`src/rtl/sad_decision.sv`:
```
// Sub-pel decision: accumulates five per-position row SADs over a block and picks the minimum.
// Optional macro SAD_SATURATE_EN clamps accumulators at 2^ACC_W-1 instead of wrapping.

module sad_acc #(
    parameter int ACC_W = 16
) (
    input  logic             clk,
    input  logic             rst_n,
    input  logic             i_clr,
    input  logic             i_add,
    input  logic [12:0]      i_lane,
    output logic [ACC_W-1:0] o_acc
);
    logic [ACC_W-1:0] r_acc;
    logic [ACC_W-1:0] w_next;

`ifdef SAD_SATURATE_EN
    logic [ACC_W:0] w_sum;
    always_comb begin
        w_sum  = {1'b0, r_acc} + (ACC_W+1)'(i_lane);
        w_next = w_sum[ACC_W] ? '1 : w_sum[ACC_W-1:0];
    end
`else
    always_comb w_next = r_acc + ACC_W'(i_lane);
`endif

    always_ff @(posedge clk or negedge rst_n) begin
        if (!rst_n)      r_acc <= '0;
        else if (i_clr)  r_acc <= '0;
        else if (i_add)  r_acc <= w_next;
    end

    assign o_acc = r_acc;
endmodule

module sad_decision #(
    parameter int BLOCK_ROWS = 8,
    parameter int ACC_W      = 16
) (
    input  logic             clk,
    input  logic             rst_n,
    input  logic [64:0]      sad_in,
    input  logic             sad_valid,
    output logic             sad_ready,
    input  logic             flush,
    output logic             result_valid,
    input  logic             result_ready,
    output logic [2:0]       best_pos,
    output logic [ACC_W-1:0] best_sad
);
    localparam int NUM_POS = 5;
    localparam int CNT_W   = (BLOCK_ROWS > 1) ? $clog2(BLOCK_ROWS) : 1;

    typedef enum logic [1:0] {ACCUM, COMPARE, DONE} state_t;

    state_t                          r_state, w_next_state;
    logic [CNT_W-1:0]                r_row;
    logic [2:0]                      r_cmp;
    logic [2:0]                      r_best_pos;
    logic [ACC_W-1:0]                r_best_sad;
    logic [NUM_POS-1:0][ACC_W-1:0]   w_acc;
    logic [2:0]                      w_cand_pos;
    logic [ACC_W-1:0]                w_cand;
    logic                            w_accept, w_last, w_clr;

    assign w_accept = sad_valid && sad_ready && !flush;
    assign w_last   = w_accept && (r_row == CNT_W'(BLOCK_ROWS - 1));
    assign w_clr    = flush || (r_state == DONE && result_ready);

    for (genvar g = 0; g < NUM_POS; g++) begin : g_pos
        sad_acc #(.ACC_W(ACC_W)) u_acc (
            .clk    (clk),
            .rst_n  (rst_n),
            .i_clr  (w_clr),
            .i_add  (w_accept),
            .i_lane (sad_in[13*g +: 13]),
            .o_acc  (w_acc[g])
        );
    end

    always_ff @(posedge clk or negedge rst_n) begin
        if (!rst_n) r_state <= ACCUM;
        else        r_state <= w_next_state;
    end

    always_comb begin
        w_next_state = r_state;
        if (flush) begin
            w_next_state = ACCUM;
        end else begin
            case (r_state)
                ACCUM:   if (w_last) w_next_state = COMPARE;
                COMPARE: if (r_cmp == 3'd4) w_next_state = DONE;
                DONE:    if (result_ready) w_next_state = ACCUM;
                default: w_next_state = ACCUM;
            endcase
        end
    end

    always_comb begin
        sad_ready    = (r_state == ACCUM);
        result_valid = (r_state == DONE);
        best_pos     = r_best_pos;
        best_sad     = r_best_sad;
    end

    always_ff @(posedge clk or negedge rst_n) begin
        if (!rst_n)                 r_row <= '0;
        else if (flush || w_last)   r_row <= '0;
        else if (w_accept)          r_row <= r_row + 1'b1;
    end

    // Examination order doubles as the tie-break priority: full, right half, left half, right qtr, left qtr.
    always_comb begin
        case (r_cmp)
            3'd0:    w_cand_pos = 3'd2;
            3'd1:    w_cand_pos = 3'd1;
            3'd2:    w_cand_pos = 3'd3;
            3'd3:    w_cand_pos = 3'd0;
            default: w_cand_pos = 3'd4;
        endcase
        w_cand = w_acc[w_cand_pos];
    end

    always_ff @(posedge clk or negedge rst_n) begin
        if (!rst_n) begin
            r_cmp      <= '0;
            r_best_pos <= '0;
            r_best_sad <= '0;
        end else if (flush) begin
            r_cmp <= '0;
        end else if (r_state == COMPARE) begin
            r_cmp <= (r_cmp == 3'd4) ? 3'd0 : r_cmp + 3'd1;
            if (r_cmp == 3'd0 || w_cand < r_best_sad) begin
                r_best_pos <= w_cand_pos;
                r_best_sad <= w_cand;
            end
        end
    end
endmodule

```
`config.mk`:
```
export PLATFORM = sky130hd
export DESIGN_NAME = sad_decision
export DESIGN_NICKNAME = d
export VERILOG_FILES = /design/src/rtl/sad_decision.sv
export SDC_FILE = /design/constraint.sdc
export NUM_CORES = 1
export LEC_CHECK = 0
export ABC_AREA = 1
export CAP_MARGIN = 20
export CORE_MARGIN = 2
export CORE_UTILIZATION = 50
export DETAILED_ROUTE_END_ITERATION = 6
export GPL_ROUTABILITY_DRIVEN = 0
export PLACE_DENSITY_LB_ADDON = 0.1
export SLEW_MARGIN = 20
export SYNTH_ARGS = -nofsm -noshare
export SYNTH_HDL_FRONTEND = slang
export SYNTH_HIERARCHICAL = 1
export SYNTH_SLANG_ARGS = --single-unit
```
`constraint.sdc`:
```
create_clock -name clk -period 4.6 [get_ports clk]
set_input_delay 0.69 -clock clk [delete_from_list [all_inputs] [get_ports clk]]
set_output_delay 0.69 -clock clk [all_outputs]
set_load 0.01 [all_outputs]
```
== Yosys cells after proc, flatten, opt, wreduce, memory -nomap -nowiden ==
Cells that the tools add are included.

* Flip-flop bits (word level): 107
* Bits in latches: 0
* RAM bits: 0
* Bits in read-only memories: 0
* Input bits: 70
* Output and inout port bits: 21
* Logic and storage cells: 68
* Memories kept: 0

* $add $sub $neg: 7
* Multiply operators: 0
* Divide/modulo/power cells: 0
* Magnitude comparators: 2
* Equal/unequal tests: 10
* Shift operators: 0
* Muxes and demuxes: 23
* Bitwise logic cells: 1
* Reduce and logical (&&, ||, !) cells: 15

{| class="wikitable"
|+ Operator list
! operator !! number
|-
| 16-bit two-way mux || 11
|-
| 16-bit by 13-bit adder with 16-bit output || 5
|-
| 16-bit binary-select mux with 3-bit select || 1
|-
| 16-bit less-than comparator || 1
|-
| 3-bit two-way mux || 5
|-
| 3-bit case mux with 4 select lines || 1
|-
| 2-bit two-way mux || 4
|-
| 3-bit by 1-bit adder with 3-bit output, second input constant || 2
|-
| 3-bit by 2-bit equality test with 1-bit output, second input constant || 2
|-
| 3-bit equality test, second input constant || 2
|-
| 2-bit case mux with 3 select lines || 1
|-
| 3-bit AND reduction || 2
|-
| 2-bit nonzero test || 3
|-
| 1-bit logical AND || 4
|-
| 3-bit by 4-bit less-than comparator with 1-bit output, second input constant || 1
|-
| 3-bit by 1-bit equality test with 1-bit output, second input constant || 1
|-
| 3-bit zero test || 1
|-
| 1-bit logical OR || 3
|-
| 3-bit by 1-bit != test with 1-bit output, second input constant || 1
|-
| 3-bit by 2-bit != test with 1-bit output, second input constant || 1
|-
| 3-bit != test, second input constant || 1
|-
| 2-bit by 1-bit equality test with 1-bit output, second input constant || 1
|-
| 2-bit equality test, second input constant || 1
|-
| 2-bit zero test || 1
|-
| other kinds (2) || 2
|}

== Longest topological paths before layout ==
* Word-level depth: 7
* Gate-level depth with buffers: 25
* Gate-level depth less buffers: 23

== Modules after synthesis ==
Netlist, hierarchy kept.

{| class="wikitable"
|+ Modules (own cells, without submodules)
! module !! instances !! cells each !! area an instance (µm²) !! sequential area each (µm²)
|-
| sad_acc (g_pos[1].u_acc ...) || 3 || 214 || 1407.6 || 400.4
|-
| sad_decision || 1 || 336 || 2338.5 || 675.6
|-
| sad_acc (g_pos[4].u_acc) || 1 || 214 || 1470.2 || 400.4
|-
| sad_acc (g_pos[0].u_acc) || 1 || 214 || 1427.6 || 400.4
|}

== Least setup slack after synthesis ==
OpenSTA, ideal clock, no wires.

* Path type: reg-to-reg
* Start point: reg r_cmp[0]
* End point: reg r_best_sad[6], in the netlist best_sad[6]
* Library setup time: 0.117 ns
* Arrival: 2.976 ns
* Data required time: 4.483 ns
* Slack: 1.507 ns
* Cell stages (with the launch flop): 24
* Path buffers: 2
* Clock period less this slack: 3.093 ns
* Path through: dfrtp_1 > inv_1 > ha_1 > inv_1 > nand2_2 > nand2_2 > inv_1 > buf_1 > nor2_1 > o31ai_1 > o22ai_1 > inv_1 > ha_1 > nand2_1 > inv_1 > nand3_1 > a31oi_1 > a2111oi_0 > nand2_1 > nand2_2 > nand2_4 > buf_4 > nand2_1 > nand2_1

* Word-level cells in the longest chain between the ends: 7
* Elaborated cells between the ends (all ways): 10
* Those cells by class: order compare: 1; eq/ne: 3; mux: 3; reduce/logical: 3

{| class="wikitable"
|+ Ends and longest elaborated chain
! element !! line !! text
|-
| start, declared || 58 || <nowiki>logic [2:0] r_cmp;</nowiki>
|-
| start signal, assigned || 133 || <nowiki>r_cmp <= (r_cmp == 3'd4) ? 3'd0 : r_cmp + 3'd1;</nowiki>
|-
| 3-bit by 2-bit equality test with 1-bit output, or another cell as far along || 115 || <nowiki>case (r_cmp)</nowiki>
|-
| 3-bit case mux with 4 select lines * || 115 ||
|-
| 16-bit binary-select mux with 3-bit select * || 122 || <nowiki>w_cand = w_acc[w_cand_pos];</nowiki>
|-
| 16-bit two-way mux (implied by the code) * || 122 ||
|-
| named net w_cand[11] || 63 || <nowiki>logic [ACC_W-1:0] w_cand;</nowiki>
|-
| 16-bit less-than comparator * || 134 || <nowiki>if (r_cmp == 3'd0 || w_cand < r_best_sad) begin</nowiki>
|-
| 1-bit logical OR * || 134 ||
|-
| 3-bit AND reduction (no line) * || -- ||
|-
| end signal, assigned || 136 || <nowiki>r_best_sad <= w_cand;</nowiki>
|-
| end, declared || 60 || <nowiki>logic [ACC_W-1:0] r_best_sad;</nowiki>
|}

The timed path passes the listed nets; every way through them passes the cells marked *. The select of a mux whose other input is x is not followed.
A chain may end at the register's enable or synchronous reset.

== Worst setup path after layout ==
* Start point: reg r_cmp[0]
* End point: reg r_best_sad[9], in the netlist best_sad[9]

The elaborated chain is that of the path after synthesis.

==> run summary <==
initial antenna violation count: 0
worst-path maximum fanout: 24
nets: 1,657
Slew Viols, Final: 0
Least-Margin Pin Slew: 0.827 ns
GRT overflow: 0
WL final: 25,900 µm
DR iter-0 viols: 702
All-Layer GR Usage: 0.265
post-synthesis cell count: 1,406
Leakage: 5.96 nW
DR WL/cell: 14.9 µm
WP data required: 4.84 ns
clock skew: 0.0122 ns
Detail Route Antenna Nets: 0
Switching Share: 0.443
WP buf/inv: 4
DRC Markers: 0
RSZ-0062 raised after global routing: no
flop-to-flop setup slack: 0.89 ns
post-CTS setup buffer count: 0
clk root buf: clkbuf_16
Psw: 1.83 mW
critical path cell sequence: inv_1 > ha_1 > inv_1 > nand2_2 > nand2_2 > inv_1 > nor2_1 > o221ai_1 > o21ai_0 > inv_1 > ha_1 > nand2_1 > nor2_1 > a2111oi_0 > nand2_1 > nand2_2 > nand2_4 > nand2_1 > nand2_1
most common cell after layout, fill and taps aside: nand2_1
cell taking the most area after synthesis: dfrtp_1
FF-to-FF path depth: 19
cell family with most CP delay: simple AND/OR/NAND/NOR gates
mapped cell area: 9460 µm²
share of cells above drive strength 1: 0.0907
met1 usage: 0.374
post-cts sizing count: 0
kind of critical path: reg2reg
core area: 18,600 µm²
Peak VDD IR: 0.000157 V
initial core utilization: 0.507
ranking of synthesized cells by area: dfrtp_1, nand2_1, ha_1, inv_1, nor2_1
iteration count of the initial detailed-routing pass: 5
max cap viols: 0
cts bufs inserted: 9
global-route wire length before repair: 42,200 µm
Critical Path Start Type: flip-flop
CP max stage delay: 0.50 ns
IO Port Bufs: 90
DP Worst Slack: 0.972 ns
filler cell count: 1,842
Yosys cell types: 47
RR Startpoint: r_cmp[0]
met3 Use GR: 0.0310
Yosys Warn Count: 6
DP Wirelength: 20,900 µm
Seq/Total Area, Yosys: 0.283
status: complete, no violations
Synth top area share: 0.283
TritonCTS Sinks: 107
Max Freq: 0.269 GHz
via count: 9,236
Combinational Power Share: 0.481
cell row count: 50
met2 usage: 0.426
Crit. End Element: flip-flop
Primary FF master, synth: dfrtp_1
Post-CTS Hold Buffers: 0
syn nets: 1,568
Fin. Hold Viols: 0
chip width: 142 µm
final setup margin: 0.886 ns
synthesized area per cell: 6.73 µm²
IO Pins: 91
Pint: 2.31 mW
most frequent cells in the layout: nand2_1, inv_1, nor2_1, dfrtp_1, nand3_1
synth-to-layout area growth: 15.3%
clock latency at the later pin of the worst-skew pair: 0.36 ns
Die Ht: 142 µm
P per Cell Area: 379 nW/µm²
total power: 4.14 mW
die area: 20,000 µm²
CTS max path bufs: 2
Worst EP arrival: 3.96 ns
Via-to-Cell Ratio: 5.33
pin count of the biggest net entering global routing: 64
Crit-path slowest cell: inv_1
vias in the first global route: 8,533
Clk pwr share: 0.188
most utilized layer in the global route result: met2
Setup TNS: 0 ns
Worst Hold Class: in2async
CTS tree: done
minimum clock period: 3.71 ns
final setup fails: 0
Multi-input gate area: 5920 µm²
Rel. slew slack: 0.449
number of H-tree levels: 3
Reg2Reg Capture Point: best_sad[9]
ratio of final minimum period to clock period: 0.807
# diodes: 0
sequential cell area: 2680 µm²
ys async rst share: 1.00
clk slew on worst S/H paths: 0.07 ns
Post-synth EDFFs: 0
sequential share of power: 0.331
number of synthesized register bits: 107
-- sequential cells by signal, summed over array words and instances, names as in the netlist --
signal             count
best_pos               3
best_sad              16
g_pos.u_acc/o_acc     80
r_cmp                  3
r_row                  3
r_state                2
-- cell families (layout without fill, tap and decap cells) --
logic type,Yosys count,in the layout,share of synthesized area
and+or+nand+nor,794,794,0.375
DFF,107,107,0.283
adders and majority gates,92,92,0.126
buffers and inverters,222,315,0.0909
xor gates and xnor gates,10,10,0.00926
muxes,7,7,0.00741
AOI/OAI and AO/OA,174,174,0.109
-- cell type report --
type                    instances  share of cell area
flip-flops and latches        107               0.245
clock inverters                 4             0.00470
repair buffers                 98              0.0878
well taps                     234              0.0268
multi-input cells            1077               0.543
inverters                     202              0.0700
clock buffers                  11              0.0222
-- synthesized netlist by cell type, types with 6 or more instances --
cell type,number
nand2_2,46
dfrtp_1,107
o31ai_1,8
o21ai_0,52
nand3b_1,19
a21oi_1,57
o221ai_1,7
nor2_1,134
nor2_2,10
nand3_1,99
inv_1,183
o21ai_1,12
xor2_1,6
inv_2,16
nand4_1,16
clkbuf_1,13
mux2i_1,7
a21oi_2,11
ha_1,87
nand3_2,10
o22ai_1,14
nand2_1,434
-- stage by stage --
stage	area, µm²	utilization	hold WS [ns]	std cells
2_1_floorplan	9460	-	0.394	1406
3_3_place_gp	10600	0.569	0.479	1718
3_5_place_dp	10600	0.569	0.478	1718
4_1_cts	10900	0.585	0.448	1733
5_1_grt	10900	0.585	0.475	1733
6_report	10900	0.585	0.435	1733
-- power groups by stage --
stage                     sequential [mW]  clock (mW)  combinational [mW]
after global routing                 1.38       0.833                2.28
after detailed placement             1.38           0                1.96
after CTS                            1.36       0.793                1.98
final                                1.37       0.780                1.99
after floorplan                      1.23           0                1.55
after global placement               1.38           0                1.93
-- per-layer routing --
metal  share of wire  wire length, µm  up-vias
met5               0                0        -
met4           0.025              636        0
met3           0.045             1150       34
met2            0.45            11600      222
met1            0.48            12500     4252
li1                -                -     4728
-- worst max path at each step --
stage	from	endpoint	slack, ns	cells after the start
6_report	r_cmp[0]	best_sad[9]	0.89	19
3_3_place_gp	r_cmp[0]	best_sad[9]	1.05	19
4_1_cts	r_cmp[0]	best_sad[9]	0.95	19
5_1_grt	r_cmp[0]	best_sad[9]	0.49	19
2_1_floorplan	r_cmp[0]	best_sad[6]	1.51	23
3_5_place_dp	r_cmp[0]	best_sad[9]	0.97	19
Power figures use the tool's default switching activity.
==> RTL edit 1, RTL diff (same settings) <==
Set the parameter `BLOCK_ROWS` to 4 (it was 8).
--- a/src/rtl/sad_decision.sv
+++ b/src/rtl/sad_decision.sv
@@ -35,5 +35,5 @@
 
 module sad_decision #(
-    parameter int BLOCK_ROWS = 8,
+    parameter int BLOCK_ROWS = 4,
     parameter int ACC_W      = 16
 ) (
Behaviour: not the same (Yosys sat finds a counterexample within 10 cycles, from zero or initial values and one cycle with rst_n low).
==> RTL edit 1 against the original RTL <==
Sequential cell count fell by 1; maximum frequency fell by 5.3%; setup slack worse by 0.21 ns; wire length up 1.1%; power grew 1.8%; synthesized cell count decreased by 1.8%; utilization is 0.97 points higher; combinational power rose by 2%; synthesized area decreased by 1.2%; design area fell by 1.0%; clock skew down 0.0037 ns; die area decreased by 1.2%; critical path type unchanged.
==> RTL edit 1: results <==
cells_and_area:
  largest_reg_flops: 80
  drive_gt1_share_pct: 9.49
  nMultiInputCombCells: 1070
  seq_share_pct: 24.6
  utilization_pct: 59.5
  clock_cell_area_share_pct: 2.87
  multi_input_area_share_pct: 54.7
  nNonClkBuffers: 95
  inverters: 188
  nets: 1631
  fill_cells: 1765
  nonClkBufAreaFrac_pct: 8.67
  stdcell_count: 1704
  final_area_um2: 10800
clock_network:
  cts_htree_levels: 3
  clockRootBuffer: "clkbuf_16"
  postCtsSetupBuffers: 0
  clock_path_buffers: 2
  cts_num_sinks: 106
global_route:
  grt_pass1_vias: 8677
  antenna_found_initial: 0
  grtUsageTotal_pct: 27.4
  grt_max_degree: 71
  grt_pass1_wl_mm: 43.5
routing:
  vias_per_cell: 5.39
  met3_length_mm: 1.05
  drt_wl_total_mm: 26.2
  dr.pass1.iters: 7
  wl_met2_mm: 12.0
  first_iter_violations: 579
  wl_met1_mm: 12.4
run_status:
  status: "completed"
worst_setup_path:
  arrival_ns: 4.18
  slowest_stage: "dfrtp_1"
  max_stage_delay_ns: 0.40
  crit_fanout: 20
timing:
  finClkSkew_ns: 0.00846
  tightest_slew_ns: 0.957
  hold_viol_final: 0
power:
  peakVddDrop_mv: 0.196
  p_leak_nw: 5.82
  power_switching_share_pct: 44.8
  p_seq_mw: 1.36
  p_int_mw: 2.32
  p_clk_share_pct: 19.6
place:
  portBuffers: 90
  placed_cells: 1688
  pre_cts_slack_ns: 0.737
  dpl-instance-area_um2: 10500
  hpwlAfterDp_mm: 21.0
logic_synthesis:
  synth_common_cells: "nand2_1 (460), inv_1 (165), dfrtp_1 (106), nor2_1 (106), nand3_1 (94)"
  syn_area_per_cell_um2: 6.77
  yosys-top-cells-area: "dfrtp_1 (28%), nand2_1 (18%), ha_1 (12%), inv_1 (6.6%), nand3_1 (5.0%)"
  syn-num-nets: 1542
  yosysSeqAreaShare_pct: 28.4
min_path:
  min-delay-path-class: "in -> async"
==> RTL edit 1: cell count changes in the layout (fill, tap and decap cells not counted), sizes merged, moves of 3 or more <==
cell	delta
a221oi	+4
a21o	+4
inv	-11
a311oi	+3
o22ai	-8
buf	-3
nor2	-27
o21ai	-8
nand3	-6
nand2	+26
o31ai	-8
a21oi	+12
==> RTL edit 1: worst paths after layout <==
check                      cells after the start  slack, ns               startpoint                             endpoint
max                                           20       0.68     r_cmp[0]$_DFFE_PN0P_              best_sad[0]$_DFFE_PN0P_
max reg2reg                                   20       0.68     r_cmp[0]$_DFFE_PN0P_              best_sad[0]$_DFFE_PN0P_
min in group clk                               2       0.48  best_pos[2]$_DFFE_PN0P_              best_pos[2]$_DFFE_PN0P_
min reg2reg                                    2       0.48  best_pos[2]$_DFFE_PN0P_              best_pos[2]$_DFFE_PN0P_
min                                            1       0.46                    rst_n  g_pos[0].u_acc/o_acc[6]$_DFFE_PN0P_
max in group asynchronous                      2       3.09                    rst_n                 r_cmp[0]$_DFFE_PN0P_
==> RTL edit 1: cells by family after synthesis <==
family	Yosys count	synth area share [%]
XOR/XNOR	11	1.03
AO/OA/AOI/OAI	172	11.0
flip-flops	106	28.4
AND/OR/NAND/NOR	791	38.0
buffers and inverters	205	8.49
adder cells (fa/ha/maj)	91	12.6
multiplexers	5	0.536
==> RTL edit 1: layer usage <==
layer,up-vias,GRT usage [%]
li1,4660,-
met2,211,45.3
met1,4271,37.5
met4,0,9.95
met3,38,2.62
met5,-,0
==> RTL edit 1: critical path: cells and delay by family, from the launching register on <==
family                   cells  cell delay [ns]
AO/OA/AOI/OAI                4             0.78
buffers and inverters        4             0.44
flip-flops                   1             0.40
adder cells (fa/ha/maj)      2             0.48
AND/OR/NAND/NOR             10             1.70
==> RTL edit 2, RTL diff (same flow settings) <==
Made on the original files. Reset style: synchronous (`rst_n`), changed in 4 clocked blocks.
--- a/src/rtl/sad_decision.sv
+++ b/src/rtl/sad_decision.sv
@@ -25,5 +25,5 @@
 `endif
 
-    always_ff @(posedge clk or negedge rst_n) begin
+    always_ff @(posedge clk) begin
         if (!rst_n)      r_acc <= '0;
         else if (i_clr)  r_acc <= '0;
@@ -79,5 +79,5 @@
     end
 
-    always_ff @(posedge clk or negedge rst_n) begin
+    always_ff @(posedge clk) begin
         if (!rst_n) r_state <= ACCUM;
         else        r_state <= w_next_state;
@@ -105,5 +105,5 @@
     end
 
-    always_ff @(posedge clk or negedge rst_n) begin
+    always_ff @(posedge clk) begin
         if (!rst_n)                 r_row <= '0;
         else if (flush || w_last)   r_row <= '0;
@@ -123,5 +123,5 @@
     end
 
-    always_ff @(posedge clk or negedge rst_n) begin
+    always_ff @(posedge clk) begin
         if (!rst_n) begin
             r_cmp      <= '0;
Behaviour: differs if rst_n is asserted again (counterexample within 10 cycles, from zero or initial values and one cycle with rst_n low); with rst_n held inactive, the same outputs for 10 cycles.
==> RTL edit 2 against the original RTL <==
Wire length is 6.0% higher; utilization is 0.10 points lower; non-clock buffer count is 2 lower; sequential cell count stayed put; final cell count is 15% higher; count of clock-buffer cells in the layout is 1 lower; maximum frequency is 1.1% lower; synthesized area is 5.0% higher; synthesized cell count is 17% higher; setup slack worse by 0.040 ns; design area is 4.2% higher; critical path type unchanged; critical endpoint is now best_sad[10]$_SDFFE_PN0P_.
Power is not compared: it rests on default switching activity, and its combinational part moved more than twofold at a synthesized area within 25%.
==> RTL edit 2: results <==
run_status:
  status: "completed"
global_route:
  grt_pass1_wl_mm: 44.9
  grt_max_degree: 60
  grt_pass1_vias: 9126
  grt_util_met1_pct: 34.1
  grtUsageTotal_pct: 26.1
  groute.layer.met2.usage_pct: 44.3
  use_met3_pct: 4.59
place:
  dpl-instance-area_um2: 11100
  pre_cts_slack_ns: 0.926
  portBuffers: 90
  hpwlAfterDp_mm: 22.0
timing:
  tightest_slew_ns: 0.743
  finClkSkew_ns: 0.0144
worst_setup_path:
  cp_top_family: "compound AO/OA/AOI/OAI gates"
  crit_fanout: 35
  crit-reg2reg-launch: "r_cmp[0]$_SDFFE_PP0N_"
  max_stage_delay_ns: 0.62
  slowest_stage: "o21ai_2"
  arrival_ns: 4.01
clock_network:
  path_clk_slew_ns: 0.08
  insertion_delay_ns: 0.37
  cts-buffers-inserted: 9
cells_and_area:
  antenna_cells: 0
  fill_cells: 1937
  nets: 1890
  drive_gt1_share_pct: 7.33
  largest_reg_flops: 80
logic_synthesis:
  synth_common_cells: "nand2_1 (441), inv_1 (306), nor2_1 (212)"
  syn-num-nets: 1813
  yosysSeqAreaShare_pct: 21.6
  yosys-top-cells-area: "dfxtp_1 (22%), nand2_1 (17%), inv_1 (12%), ha_1 (11%), nor2_1 (8.0%)"
  yosysUniqueCellTypes: 45
  synthFlopType: "dfxtp_1"
  async_flop_share_pct: 0
routing:
  dr.pass1.iters: 6
  wl_met2_mm: 12.8
  first_iter_violations: 568
  met3_length_mm: 1.54
  drt_wl_total_mm: 27.5
  wl_met1_mm: 12.5
  vias: 10100
  top_layer_used: "met4"
power:
  p_leak_nw: 6.23
  power_switching_share_pct: 31.4
min_path:
  hp-start: "r_row[1]$_SDFFE_PP0P_"
  min-delay-path-class: "reg -> reg"
[RTL edit 2: metrics by stage]
stage | util, % | instances | total power [mW]
after detailed placement | 56.9 | 1982 | 1.50
after global placement | 56.9 | 1982 | 1.49
after global routing | 58.4 | 1998 | 2.42
after floorplan | - | 1651 | 1.34
after CTS | 58.4 | 1998 | 2.31
final | 58.4 | 1998 | 2.30
[RTL edit 2: kinds of logic (layout without fill, tap and decap cells)]
kind of cell | count (synthesis) | in the layout | synth area share (%)
AND/OR/NAND/NOR | 919 | 919 | 40.7
buffers and inverters | 347 | 429 | 13.8
AO/OA/AOI/OAI | 161 | 161 | 9.69
flip-flops | 107 | 107 | 21.6
adder cells (fa/ha/maj) | 92 | 92 | 12.0
XOR/XNOR | 17 | 17 | 1.50
multiplexers | 8 | 8 | 0.806
[RTL edit 2: layout make-up]
type | instances | area share [%]
Multi-Input combinational cell | 1197 | 56.5
Timing Repair Buffer | 96 | 8.54
Clock inverter | 6 | 0.627
Inverter | 317 | 10.5
Sequential cell | 107 | 18.8
Clock buffer | 10 | 2.01
Tap cell | 265 | 2.92
[RTL edit 2: worst paths after layout]
kind                                     to  slack (ns)  depth (start not counted)
setup / recovery  best_sad[10]$_SDFFE_PN0P_        0.85                         16
hold / removal        r_row[1]$_SDFFE_PP0P_        0.47                          2
setup reg to reg  best_sad[10]$_SDFFE_PN0P_        0.85                         16
hold reg to reg       r_row[1]$_SDFFE_PP0P_        0.47                          2
[RTL edit 2: power by group through the flow]
stage	clock (mW)	combinational [mW]	sequential (mW)
floorplan	0	0.364	0.979
global placement	0	0.498	0.997
detailed placement	0	0.504	0.997
CTS	0.830	0.507	0.975
global route	0.864	0.578	0.977
finish	0.818	0.509	0.976
